[src/rtl/bram_tx_pkg.sv]
// Shared definitions for the BRAM/response transmit scheduler: state encoding
// and default geometry constants.
package bram_tx_pkg;

  typedef enum logic [1:0] {
    ST_IDLE    = 2'd0,
    ST_READ    = 2'd1,
    ST_CAPTURE = 2'd2
  } tx_state_e;

  localparam int DEF_ADDR_W    = 10;
  localparam int DEF_LAST_ADDR = 1023;

endpackage

[src/rtl/tx_holdoff_timer.sv]
// Down-counter that masks uart_idle for IDLE_HOLDOFF cycles after each transmit
// strobe, giving the UART core time to drop its idle flag.
module tx_holdoff_timer #(
  parameter int IDLE_HOLDOFF = 2
) (
  input  logic clk_i,
  input  logic rst_ni,
  input  logic load_i,
  output logic zero_o
);

  localparam int CW = $clog2(IDLE_HOLDOFF + 1);

  logic [CW-1:0] cnt_q, cnt_d;

  always_comb begin
    cnt_d = cnt_q;
    if (load_i) begin
      cnt_d = CW'(IDLE_HOLDOFF);
    end else if (cnt_q != '0) begin
      cnt_d = cnt_q - 1'b1;
    end
  end

  always_ff @(posedge clk_i or negedge rst_ni) begin
    if (!rst_ni) begin
      cnt_q <= '0;
    end else begin
      cnt_q <= cnt_d;
    end
  end

  assign zero_o = (cnt_q == '0);

endmodule

[src/rtl/bram_tx_scheduler.sv]
// Arbitrates the single UART transmitter between one-byte command responses and
// a sequential BRAM byte stream. Define BRAM_TX_LOOP_EN to wrap the stream at LAST_ADDR.
module bram_tx_scheduler
  import bram_tx_pkg::*;
#(
  parameter int ADDR_W       = DEF_ADDR_W,
  parameter int LAST_ADDR    = DEF_LAST_ADDR,
  parameter int IDLE_HOLDOFF = 2
) (
  input  logic              clock,
  input  logic              reset,
  input  logic              rom_en,
  input  logic              resp_sig,
  input  logic [7:0]        resp_data,
  output logic              resp_drop,
  output logic              bram_en,
  output logic [ADDR_W-1:0] bram_addr,
  input  logic [7:0]        bram_dout,
  input  logic              uart_idle,
  output logic              uart_tx_sig,
  output logic [7:0]        uart_tx_data,
  output logic              stream_active,
  output logic              stream_done
);

  tx_state_e         state_q, state_d;
  logic [ADDR_W-1:0] addr_q, addr_d;
  logic [ADDR_W-1:0] bram_addr_q, bram_addr_d;
  logic [7:0]        resp_q, resp_d;
  logic [7:0]        tx_data_q, tx_data_d;
  logic              pend_q, pend_d;
  logic              rom_en_q;
  logic              active_q, active_d;
  logic              bram_en_q, bram_en_d;
  logic              tx_sig_q, tx_sig_d;
  logic              done_q, done_d;
  logic              drop_q, drop_d;
  logic              hold_load;
  logic              hold_zero;
  logic              slot_free;
  logic              grant_resp;

  tx_holdoff_timer #(
    .IDLE_HOLDOFF(IDLE_HOLDOFF)
  ) u_holdoff (
    .clk_i (clock),
    .rst_ni(reset),
    .load_i(hold_load),
    .zero_o(hold_zero)
  );

  assign slot_free  = hold_zero && uart_idle;
  assign grant_resp = (state_q == ST_IDLE) && slot_free && pend_q;

  always_comb begin
    state_d     = state_q;
    addr_d      = addr_q;
    bram_addr_d = bram_addr_q;
    resp_d      = resp_q;
    tx_data_d   = tx_data_q;
    pend_d      = pend_q;
    active_d    = active_q;
    bram_en_d   = 1'b0;
    tx_sig_d    = 1'b0;
    done_d      = 1'b0;
    drop_d      = 1'b0;
    hold_load   = 1'b0;

    case (state_q)
      ST_IDLE: begin
        if (slot_free) begin
          if (pend_q) begin
            tx_data_d = resp_q;
            tx_sig_d  = 1'b1;
            pend_d    = 1'b0;
            hold_load = 1'b1;
          end else if (active_q) begin
            bram_en_d   = 1'b1;
            bram_addr_d = addr_q;
            state_d     = ST_READ;
          end
        end
      end
      ST_READ: begin
        state_d = ST_CAPTURE;
      end
      ST_CAPTURE: begin
        tx_data_d = bram_dout;
        tx_sig_d  = 1'b1;
        hold_load = 1'b1;
        state_d   = ST_IDLE;
        if (addr_q == ADDR_W'(LAST_ADDR)) begin
          done_d = 1'b1;
`ifdef BRAM_TX_LOOP_EN
          addr_d = '0;
`else
          active_d = 1'b0;
`endif
        end else begin
          addr_d = addr_q + 1'b1;
        end
      end
      default: state_d = ST_IDLE;
    endcase

    // A new response arriving on the same edge the old one is granted is not a drop.
    if (resp_sig) begin
      resp_d = resp_data;
      pend_d = 1'b1;
      if (pend_q && !grant_resp) begin
        drop_d = 1'b1;
      end
    end

    if (rom_en && !rom_en_q) begin
      active_d = 1'b1;
      addr_d   = '0;
    end else if (!rom_en) begin
      active_d = 1'b0;
    end
  end

  always_ff @(posedge clock or negedge reset) begin
    if (!reset) begin
      state_q     <= ST_IDLE;
      addr_q      <= '0;
      bram_addr_q <= '0;
      resp_q      <= '0;
      tx_data_q   <= '0;
      pend_q      <= 1'b0;
      rom_en_q    <= 1'b0;
      active_q    <= 1'b0;
      bram_en_q   <= 1'b0;
      tx_sig_q    <= 1'b0;
      done_q      <= 1'b0;
      drop_q      <= 1'b0;
    end else begin
      state_q     <= state_d;
      addr_q      <= addr_d;
      bram_addr_q <= bram_addr_d;
      resp_q      <= resp_d;
      tx_data_q   <= tx_data_d;
      pend_q      <= pend_d;
      rom_en_q    <= rom_en;
      active_q    <= active_d;
      bram_en_q   <= bram_en_d;
      tx_sig_q    <= tx_sig_d;
      done_q      <= done_d;
      drop_q      <= drop_d;
    end
  end

  assign resp_drop     = drop_q;
  assign bram_en       = bram_en_q;
  assign bram_addr     = bram_addr_q;
  assign uart_tx_sig   = tx_sig_q;
  assign uart_tx_data  = tx_data_q;
  assign stream_active = active_q;
  assign stream_done   = done_q;

endmodule

[config.mk]
export PLATFORM = sky130hd
export DESIGN_NAME = bram_tx_scheduler
export DESIGN_NICKNAME = d
export VERILOG_FILES = /design/src/rtl/bram_tx_pkg.sv /design/src/rtl/tx_holdoff_timer.sv /design/src/rtl/bram_tx_scheduler.sv
export SDC_FILE = /design/constraint.sdc
export NUM_CORES = 1
export LEC_CHECK = 0
export CAP_MARGIN = 10
export CORE_UTILIZATION = 32
export DETAILED_ROUTE_END_ITERATION = 7
export PLACE_DENSITY = 0.61
export SLEW_MARGIN = 20
export SYNTH_ARGS = -nofsm -noshare
export SYNTH_HDL_FRONTEND = slang
export SYNTH_SLANG_ARGS = --single-unit
[constraint.sdc]
create_clock -name clock -period 2.45 [get_ports clock]
set_clock_uncertainty 0.05 [all_clocks]
set_input_delay 0.49 -clock clock [delete_from_list [all_inputs] [get_ports clock]]
set_output_delay 0.49 -clock clock [all_outputs]
set_load 0.02 [all_outputs]
==> flow_summary_export.csv <==
group,metric,value,unit
setup_path,critPathMaxFanout,8,
timing,rsz0062_at_grt,"no",
timing,tightest_slew,0.565,ns
clocking,cts.sinks,47,
clocking,cts_hold_buf,0,
final_layout,area_growth,29.3,%
timing,finalSetupViolCount,0,
detailed_routing,final_antenna_net_count,0,
setup_path,cp-start-kind,"flop",
synthesis,async_reset_ff_share,100,%
setup_path,worst_setup_path_end_kind,"flop",
grt,grt_max_degree,25,
synthesis,syn-cell-area,0.00206,sq mm
grt,track_usage,12.7,%
final_layout,finish.utilization,44.0,%
synthesis,synth_cells,170,
grt,grt-ovfl-total,0,
die,coreArea,0.00606,sq mm
timing,max_freq,537,MHz
clocking,ctsLongestPathBuffers,2,
setup_path,arrival,2.01,ns
worst_hold_path,hold_path.class,"primary input to asynchronous set/reset pin",
synthesis,synth_cell_type_count,37,
die,top_level_ports,44,
die,rows,28,
timing,maxSlewHeadroom,62.2,%
timing,tns,0,ns
setup_path,worstSetupPathType,"flop to flop",
grt,grt_use_met3,2.31,%
timing,period_share,76.1,%
die,die_h,82.3,um
run,max-cap-violations,0,
detailed_routing,drtIter0Drc,62,
grt,met1_usage,17.2,%
setup_path,required,2.60,ns
detailed_routing,dr.pass1.iters,4,
die,start_util,34.0,%
power_and_ir_drop,p_leak,0.00120,uW
power_and_ir_drop,ir_worst_vdd,0.000289,V
die,fp.dieArea,0.00677,sq mm
detailed_routing,routed_wirelength,3800,um
clocking,clkLatencyLatePin,0.29,ns
clocking,clk_pin_slew,0.08,ns
detailed_routing,vias,1379,
detailed_routing,drt-wirelength-per-cell,13.0,um
grt,grt_antenna_before_repair,0,
clocking,cts_htree_levels,2,
place,numPortBuffers,43,
timing,drv_slew,0,
synthesis,yosys_warnings,0,
clocking,cts_tree,"done",
synthesis,syn_nets,193,
place,place.gp.congestion,0.774,
final_layout,antenna_cells,0,
synthesis,synth_edf_count,0,
grt,grt_pass1_wl,6490,um
clocking,cts-root-buf,"clkbuf_8",
detailed_routing,via_per_inst,4.71,
synthesis,ys_seq_area_share,57.1,%
die,die_w,82.3,um
power_and_ir_drop,pwr_density_cell,737,mW/mm^2
clocking,cts_buffers,5,
grt,gr-usage-met2,19.8,%
detailed_routing,drc_errors,0,
clocking,cts_resized,0,
grt,busiest_layer,"met2",
timing,timing.final.hold_violations,0,
grt,grt_pass1_vias,1401,
timing,period_needed,1.86,ns
synthesis,synth_flop_cell,"dfrtp_1",
place,place.detailed.hpwl,2790,um
final_layout,nets,240,
status,status,"complete, no violations",
synthesis,synth_seq_cells,47,
synthesis,postSynthAreaPerCell,12.1,sq um
final_layout,layout-drive-gt1-share,16.1,%
clocking,post_cts_buffers,0,
layout make-up:
type	instances	area [sq um]
clock buffers	6	72.6
clock inverters	2	12.5
fillers	586	3400
inverters	6	22.5
multi-input cells	111	827
flip-flops and latches	47	1180
well taps	75	93.8
repair buffers	46	460
logic make-up after synthesis:
group,share of synthesized area (%)
flip-flops,57.1
adder cells (fa/ha/maj),1.21
AND/OR/NAND/NOR,14.1
AO/OA/AOI/OAI,7.83
XOR/XNOR,0.850
multiplexers,16.2
buffers and inverters,2.79
synth_stat cells (4+ instances only):
cell type,n,area share (%)
nor2_1,7,1.3
mux2_2,10,5.5
o21ai_0,13,3.2
nand2_1,18,3.3
mux2i_1,10,4.9
mux2_4,8,5.8
nor3_1,4,0.97
nor2b_1,4,1.2
a21oi_1,4,0.97
inv_1,6,1.1
dfrtp_1,47,57
flip-flops by register name, indices dropped and copies added (netlist names):
register         cells
uart_tx_sig          1
stream_active        1
stream_done          1
resp_drop            1
addr_q              10
u_holdoff.cnt_q      2
bram_addr           10
rom_en_q             1
resp_q               8
pend_q               1
uart_tx_data         8
state_q              2
bram_en              1
cells in the final DEF (no fill, tap or decap), drive strengths merged, types with 2 or more instances in the layout:
master	synthesis	final
dfrtp	47	47
clkdlybuf4s50	0	42
nand2	18	18
mux2	18	18
o21ai	13	13
mux2i	10	10
nor2	8	8
inv	6	6
clkbuf	3	6
nor2b	4	4
a21oi	4	4
nor3	4	4
nand4	4	4
nand3	4	4
buf	3	4
a211oi	3	3
o31ai	2	2
nand2b	2	2
xor2	2	2
or3	2	2
ha	2	2
power breakdown:
part	switching [uW]	leakage [uW]	internal, uW
Sequential	65.1	0.000607	896
Combinational	271	0.000556	287
Clock	244	0.0000412	200
Total	580	0.00120	1380
metal layers:
metal  part of all wire [%]  vias to the layer above
li1                       -                      686
met1                     47                      667
met2                     49                       24
met3                    2.9                        2
met4                    1.1                        0
met5                      0                        -
path summary, 6_finish.rpt:
kind / startpoint / to / slack (ns) / depth (start not counted)
worst max-delay path: addr_q[0] / addr_q[8] / 0.59 / 5
worst min-delay path: reset / bram_addr[0] / 0.13 / 1
worst max register to register: addr_q[0] / addr_q[8] / 0.59 / 5
worst min register to register: rom_en_q / stream_active / 0.43 / 1
max in group asynchronous: reset / stream_done / 1.71 / 2
min in group clock: rom_en_q / stream_active / 0.43 / 1
worst max-delay path, stage by stage (launching register included):
cell and delay (ns):
dfrtp_1 0.45, ha_1 0.31, nand4b_1 0.32, nor3_1 0.36, nor2_1 0.07, a211oi_1 0.20
per-stage QoR:
step / hold WS (ns) / cells / instance area (sq um) / setup slack (ns) / power, uW
floorplan: 0.144 / 170 / 2060 / 0.681 / 1280
global placement: 0.405 / 285 / 2580 / 0.342 / 1530
detailed placement: 0.418 / 285 / 2580 / 0.318 / 1550
CTS: 0.144 / 293 / 2670 / 0.578 / 2000
global route: 0.156 / 293 / 2670 / 0.368 / 2100
finish: 0.131 / 293 / 2670 / 0.586 / 1960
Power figures use the tool's default switching activity.
==> patch 1, RTL diff (same settings) <==
`addr_q`, `bram_addr_q` and `tx_data_q` no longer have a reset.
--- a/src/rtl/bram_tx_scheduler.sv
+++ b/src/rtl/bram_tx_scheduler.sv
@@ -125,6 +125,3 @@
       state_q     <= ST_IDLE;
-      addr_q      <= '0;
-      bram_addr_q <= '0;
       resp_q      <= '0;
-      tx_data_q   <= '0;
       pend_q      <= 1'b0;
@@ -138,6 +135,3 @@
       state_q     <= state_d;
-      addr_q      <= addr_d;
-      bram_addr_q <= bram_addr_d;
       resp_q      <= resp_d;
-      tx_data_q   <= tx_data_d;
       pend_q      <= pend_d;
@@ -150,2 +144,8 @@
     end
+  end
+
+  always_ff @(posedge clock) begin
+    addr_q      <= addr_d;
+    bram_addr_q <= bram_addr_d;
+    tx_data_q   <= tx_data_d;
   end
Function: differs if reset is asserted again (counterexample within 4 cycles, from zero or initial values and one cycle with reset low); with reset held inactive, the same outputs for 10 cycles.
==> patch 1 against the unedited design <==
Area after synthesis is 9.8% lower; die area fell by 9.5%; count of clock-buffer cells in the layout is 1 higher; design area is 6.5% lower; worst setup slack got worse by 20 ps; critical path depth down 4; synthesized cell count shrank 21%; fmax fell by 1.1%; routed wire length is 6.5% lower; power down 8.8%; sequential cell count is the same; sequential share of layout area up 4.7 points; critical endpoint is now stream_active; largest power group unchanged.
==> patch 1: results (changes against the unedited design) <==
Flop2flop setup slack = 740 ps (+150 ps)
Starting DRT DRC Count = 54 (-13%)
Clock buffer depth = 2 (unchanged)
Leakage = 0.929 nW (-23%)
Worst r2r path cells = 4 (-1)
Yosys warns = 0 (unchanged)
Critical path endpoint = stream_active
Slew @ Worst Pin = 464 ps (-102 ps)
Post-synth top cells = 19 x dfrtp_1, 18 x edfxtp_1, 16 x mux2_2
Fill cell total of the finished layout = 502 (-14%)
Routed via count = 1248 (-9.5%)
Clock latency at the later pin of the worst-skew pair = 290 ps (about the same)
Sequential area share after synthesis = 65.4% (+8.3 points)
GRT Total Usage = 12.8% (+0.022 points)
Distinct cell type count after synthesis = 39 (+5.4%)
Initial antenna violation count = 0 (unchanged)
Pin count of the biggest net entering global routing = 20 (-20%)
Worst Hold Class = flip-flop to flip-flop
Reg2reg start = state_q[0]
Worst vdd ir = 437 uV (+51%)
Critical path type = flip-flop to primary output
Largest cells by area after synthesis = edfxtp_1 29%, dfrtp_1 26%, dfxtp_1 11%
Root Driver = clkbuf_8
Layout cell share with drive strength beyond 1 = 16.8% (+0.70 points)
Port Buffer Count = 43 (unchanged)
Hold Buf Count CTS = 0 (unchanged)
Setup crit start = stream_active
Status = completed
HPWL after DPL = 2580 um (-7.4%)
Crit-path max FO = 5 (-3)
Worst r2r dst = stream_active
Crit-path leading delay family = buffers and inverters
Arrival @ worst endpoint = 1340 ps (-670 ps)
Number of max-cap violations = 0 (unchanged)
Routed wire length = 3560 um (-6.5%)
Post-synthesis net count = 157 (-19%)
Routability cong. = 0.846 (+9.3%)
First-pass GRT wire length = 5840 um (-10%)
Max stage delay on crit path = 630 ps (+180 ps)
Post-synth ARST share = 40.4% (-60 points)
Post-synth EDFFs = 18 (+18)
H-tree levels = 2 (unchanged)
Post_cts resized = 0 (unchanged)
Nets = 207 (-14%)
Switch Pwr = 0.000424 W (-27%)
Critical path's slowest cell = clkdlybuf4s50_1
Antenna Cells = 0 (unchanged)
[patch 1: final cells by class]
class                   instances  area [um^2]  area share, %
flip-flops and latches         47         1220           48.8
multi-input cells              80          608           24.4
repair buffers                 47          460           18.5
well taps                      72         90.1           3.61
clock buffers                   7         76.3           3.06
clock inverters                 1         30.0           1.20
inverters                       3         11.3          0.452
[patch 1: cells by family after synthesis]
group           share of synthesized area, %
fa+ha+maj                               1.35
simple gates                            12.2
compound gates                          8.48
xor+xnor                               0.942
buf+inv                                 1.88
flops                                   65.4
mux                                     9.69
[patch 1: worst min path at each step]
stage                     startpoint           end  slack, ps  cells after the start
final                      resp_q[0]     resp_q[0]        460                      1
after global routing       addr_q[3]  bram_addr[3]        470                      0
after CTS                  addr_q[3]  bram_addr[3]        450                      0
after detailed placement   addr_q[3]  bram_addr[3]        430                      0
after global placement     addr_q[3]  bram_addr[3]        420                      0
after floorplan                reset       bram_en        140                      0
[patch 1: power groups by stage]
stage          logic (W)  clock network, W  registers [W]
6_report        0.000315          0.000539       0.000937
5_1_grt         0.000347          0.000593       0.000946
4_1_cts         0.000322          0.000557       0.000937
3_5_place_dp    0.000321                 0       0.000953
3_3_place_gp    0.000312                 0       0.000949
2_1_floorplan   0.000131                 0       0.000991
[patch 1: through the flow]
step                      worst slack, ps  std cells  total power (W)  hold slack (ps)  instance area, um^2
after CTS                             556        257          0.00182              450                 2490
after global routing                  514        257          0.00189              470                 2490
after detailed placement              497        249          0.00127              432                 2390
after floorplan                       358        134          0.00112              144                 1860
after global placement                496        249          0.00126              415                 2390
final                                 566        257          0.00179              458                 2490
[patch 1: layer usage]
layer	routed length [um]	GRT usage, %
met3	145	3.49
met1	1570	15.7
met2	1780	19.9
met4	63	7.78
met5	0	0
==> patch 2, RTL diff (same flow settings) <==
Made on the original files. `IDLE_HOLDOFF` is set to 2 in 2 places; all go to 4.
--- a/src/rtl/tx_holdoff_timer.sv
+++ b/src/rtl/tx_holdoff_timer.sv
@@ -3,3 +3,3 @@
 module tx_holdoff_timer #(
-  parameter int IDLE_HOLDOFF = 2
+  parameter int IDLE_HOLDOFF = 4
 ) (
--- a/src/rtl/bram_tx_scheduler.sv
+++ b/src/rtl/bram_tx_scheduler.sv
@@ -7,3 +7,3 @@
   parameter int LAST_ADDR    = DEF_LAST_ADDR,
-  parameter int IDLE_HOLDOFF = 2
+  parameter int IDLE_HOLDOFF = 4
 ) (
Formal check against the unedited RTL: not equivalent (a bounded check fails within 10 cycles, from zero or initial values and one cycle with reset low).
==> patch 2 against the unedited design <==
Area after synthesis shrank 2.1%; design area shrank 0.42%; first-iteration DRC count grew 84%; routed wire length grew 5.1%; via count grew 5.2%; highest routed layer unchanged; power grew 8.3%; worst setup slack lost 47 ps; clock power grew 27%; sequential cell count grew 1; utilization grew 0.33 points.
==> patch 2: results (changes against the unedited design) <==
Status = completed
Clock buffer depth = 2 (unchanged)
Nets = 243 (+1.3%)
Maximum clock rate = 523 MHz (-2.4%)
Synth Area in Compound Gates = 10.7% (+2.8 points)
Distinct cell type count after synthesis = 41 (+11%)
Layout cell share with drive strength beyond 1 = 14.1% (-2.0 points)
Worst vdd ir = 456 uV (+58%)
Vias in the first global route = 1444 (+3.1%)
Post-Synthesis Cells = 172 (+1.2%)
Crit-path max FO = 13 (+5)
Tot Pwr = 0.00213 W (+8.3%)
Hold_ws = 132 ps (+0.689 ps)
Mux cell area share after synthesis = 9.49% (-6.7 points)
Post-synth top cells = 48 x dfrtp_1, 14 x mux2_2, 12 x inv_1
Pin count of the biggest net entering global routing = 26 (+4.0%)
Combinational Power Share = 27.3% (-1.1 points)
Worst r2r path cells = 6 (+1)
Leakage = 1.19 nW (-1.1%)
HPWL after DPL = 2900 um (+3.9%)
Routability cong. = 0.760 (-1.8%)
DP Cell Count = 287 (+0.70%)
Post-synthesis net count = 196 (+1.6%)
Initial antenna violation count = 0 (unchanged)
Pre-CTS WS = 437 ps (+120 ps)
Root Driver = clkbuf_8
First-pass GRT wire length = 6890 um (+6.1%)
Post_cts resized = 0 (unchanged)
Slew @ Worst Pin = 663 ps (+98.1 ps)
Fill cell total of the finished layout = 567 (-3.2%)
Post-synth ARST share = 100% (unchanged)
Reg2reg start = u_holdoff.cnt_q[0]
Worst r2r dst = bram_addr[5]
Setup crit start = u_holdoff.cnt_q[0]
Yosys warns = 0 (unchanged)
Largest cells by area after synthesis = dfrtp_1 60%, mux2_2 7.8%, a21oi_1 2.2%
Crit-path leading delay family = simple AND/OR/NAND/NOR gates
Slew Viols, Final = 0 (unchanged)
GRT Total Usage = 13.9% (+1.2 points)
Critical path's slowest cell = nor2b_1
Flop2flop setup slack = 540 ps (-50 ps)
Finished Layout Cells = 295 (+0.68%)
Max stage delay on crit path = 420 ps (-30 ps)
CP Capture Type = flip-flop
Final Util = 44.3% (+0.33 points)
XOR/XNOR Fraction of Synth Area = 1.30% (+0.45 points)
Arrival @ worst endpoint = 2040 ps (+30 ps)
Post-DP Area = 2540 um^2 (-1.5%)
Clk pwr share = 26.5% (+3.9 points)
Sequential area share after synthesis = 59.6% (+2.5 points)
Routed wire length = 4000 um (+5.1%)
Net Sw Frac = 29.7% (+0.17 points)
Synth Area in Adders = 1.86% (+0.65 points)
Clock latency at the later pin of the worst-skew pair = 300 ps
Vias per cell = 4.92 (+4.5%)
Starting DRT DRC Count = 114 (+84%)
Synth Flop Type = dfrtp_1
CTS clk-pin slew, worst paths = 90 ps
==> patch 2: changes by cell type after synthesis, sizes merged, moves of 3 or more <==
| cell | unedited run | this run |
|---|---|---|
| mux2i | 10 | 0 |
| a31oi | 0 | 3 |
| and3 | 1 | 4 |
| nand2 | 18 | 10 |
| o22ai | 0 | 4 |
| inv | 6 | 13 |
| o21ai | 13 | 8 |
| nor2 | 8 | 11 |
| a21oi | 4 | 9 |
==> patch 2: final cells by class <==
| type | instances | area share [%] |
|---|---|---|
| sequential | 48 | 45.3 |
| multi-input combinational | 106 | 28.1 |
| timing repair buffer | 45 | 17.1 |
| tap | 75 | 3.54 |
| clock buffer | 5 | 2.59 |
| inverter | 13 | 1.84 |
| clock inverter | 3 | 1.60 |
==> patch 2: routing by layer <==
layer,track usage (%),wire [um],up-vias
met5,0,0,-
met4,4.46,33,0
met3,3.60,120,2
met2,20.8,1900,23
met1,19.6,1950,722
li1,-,-,704
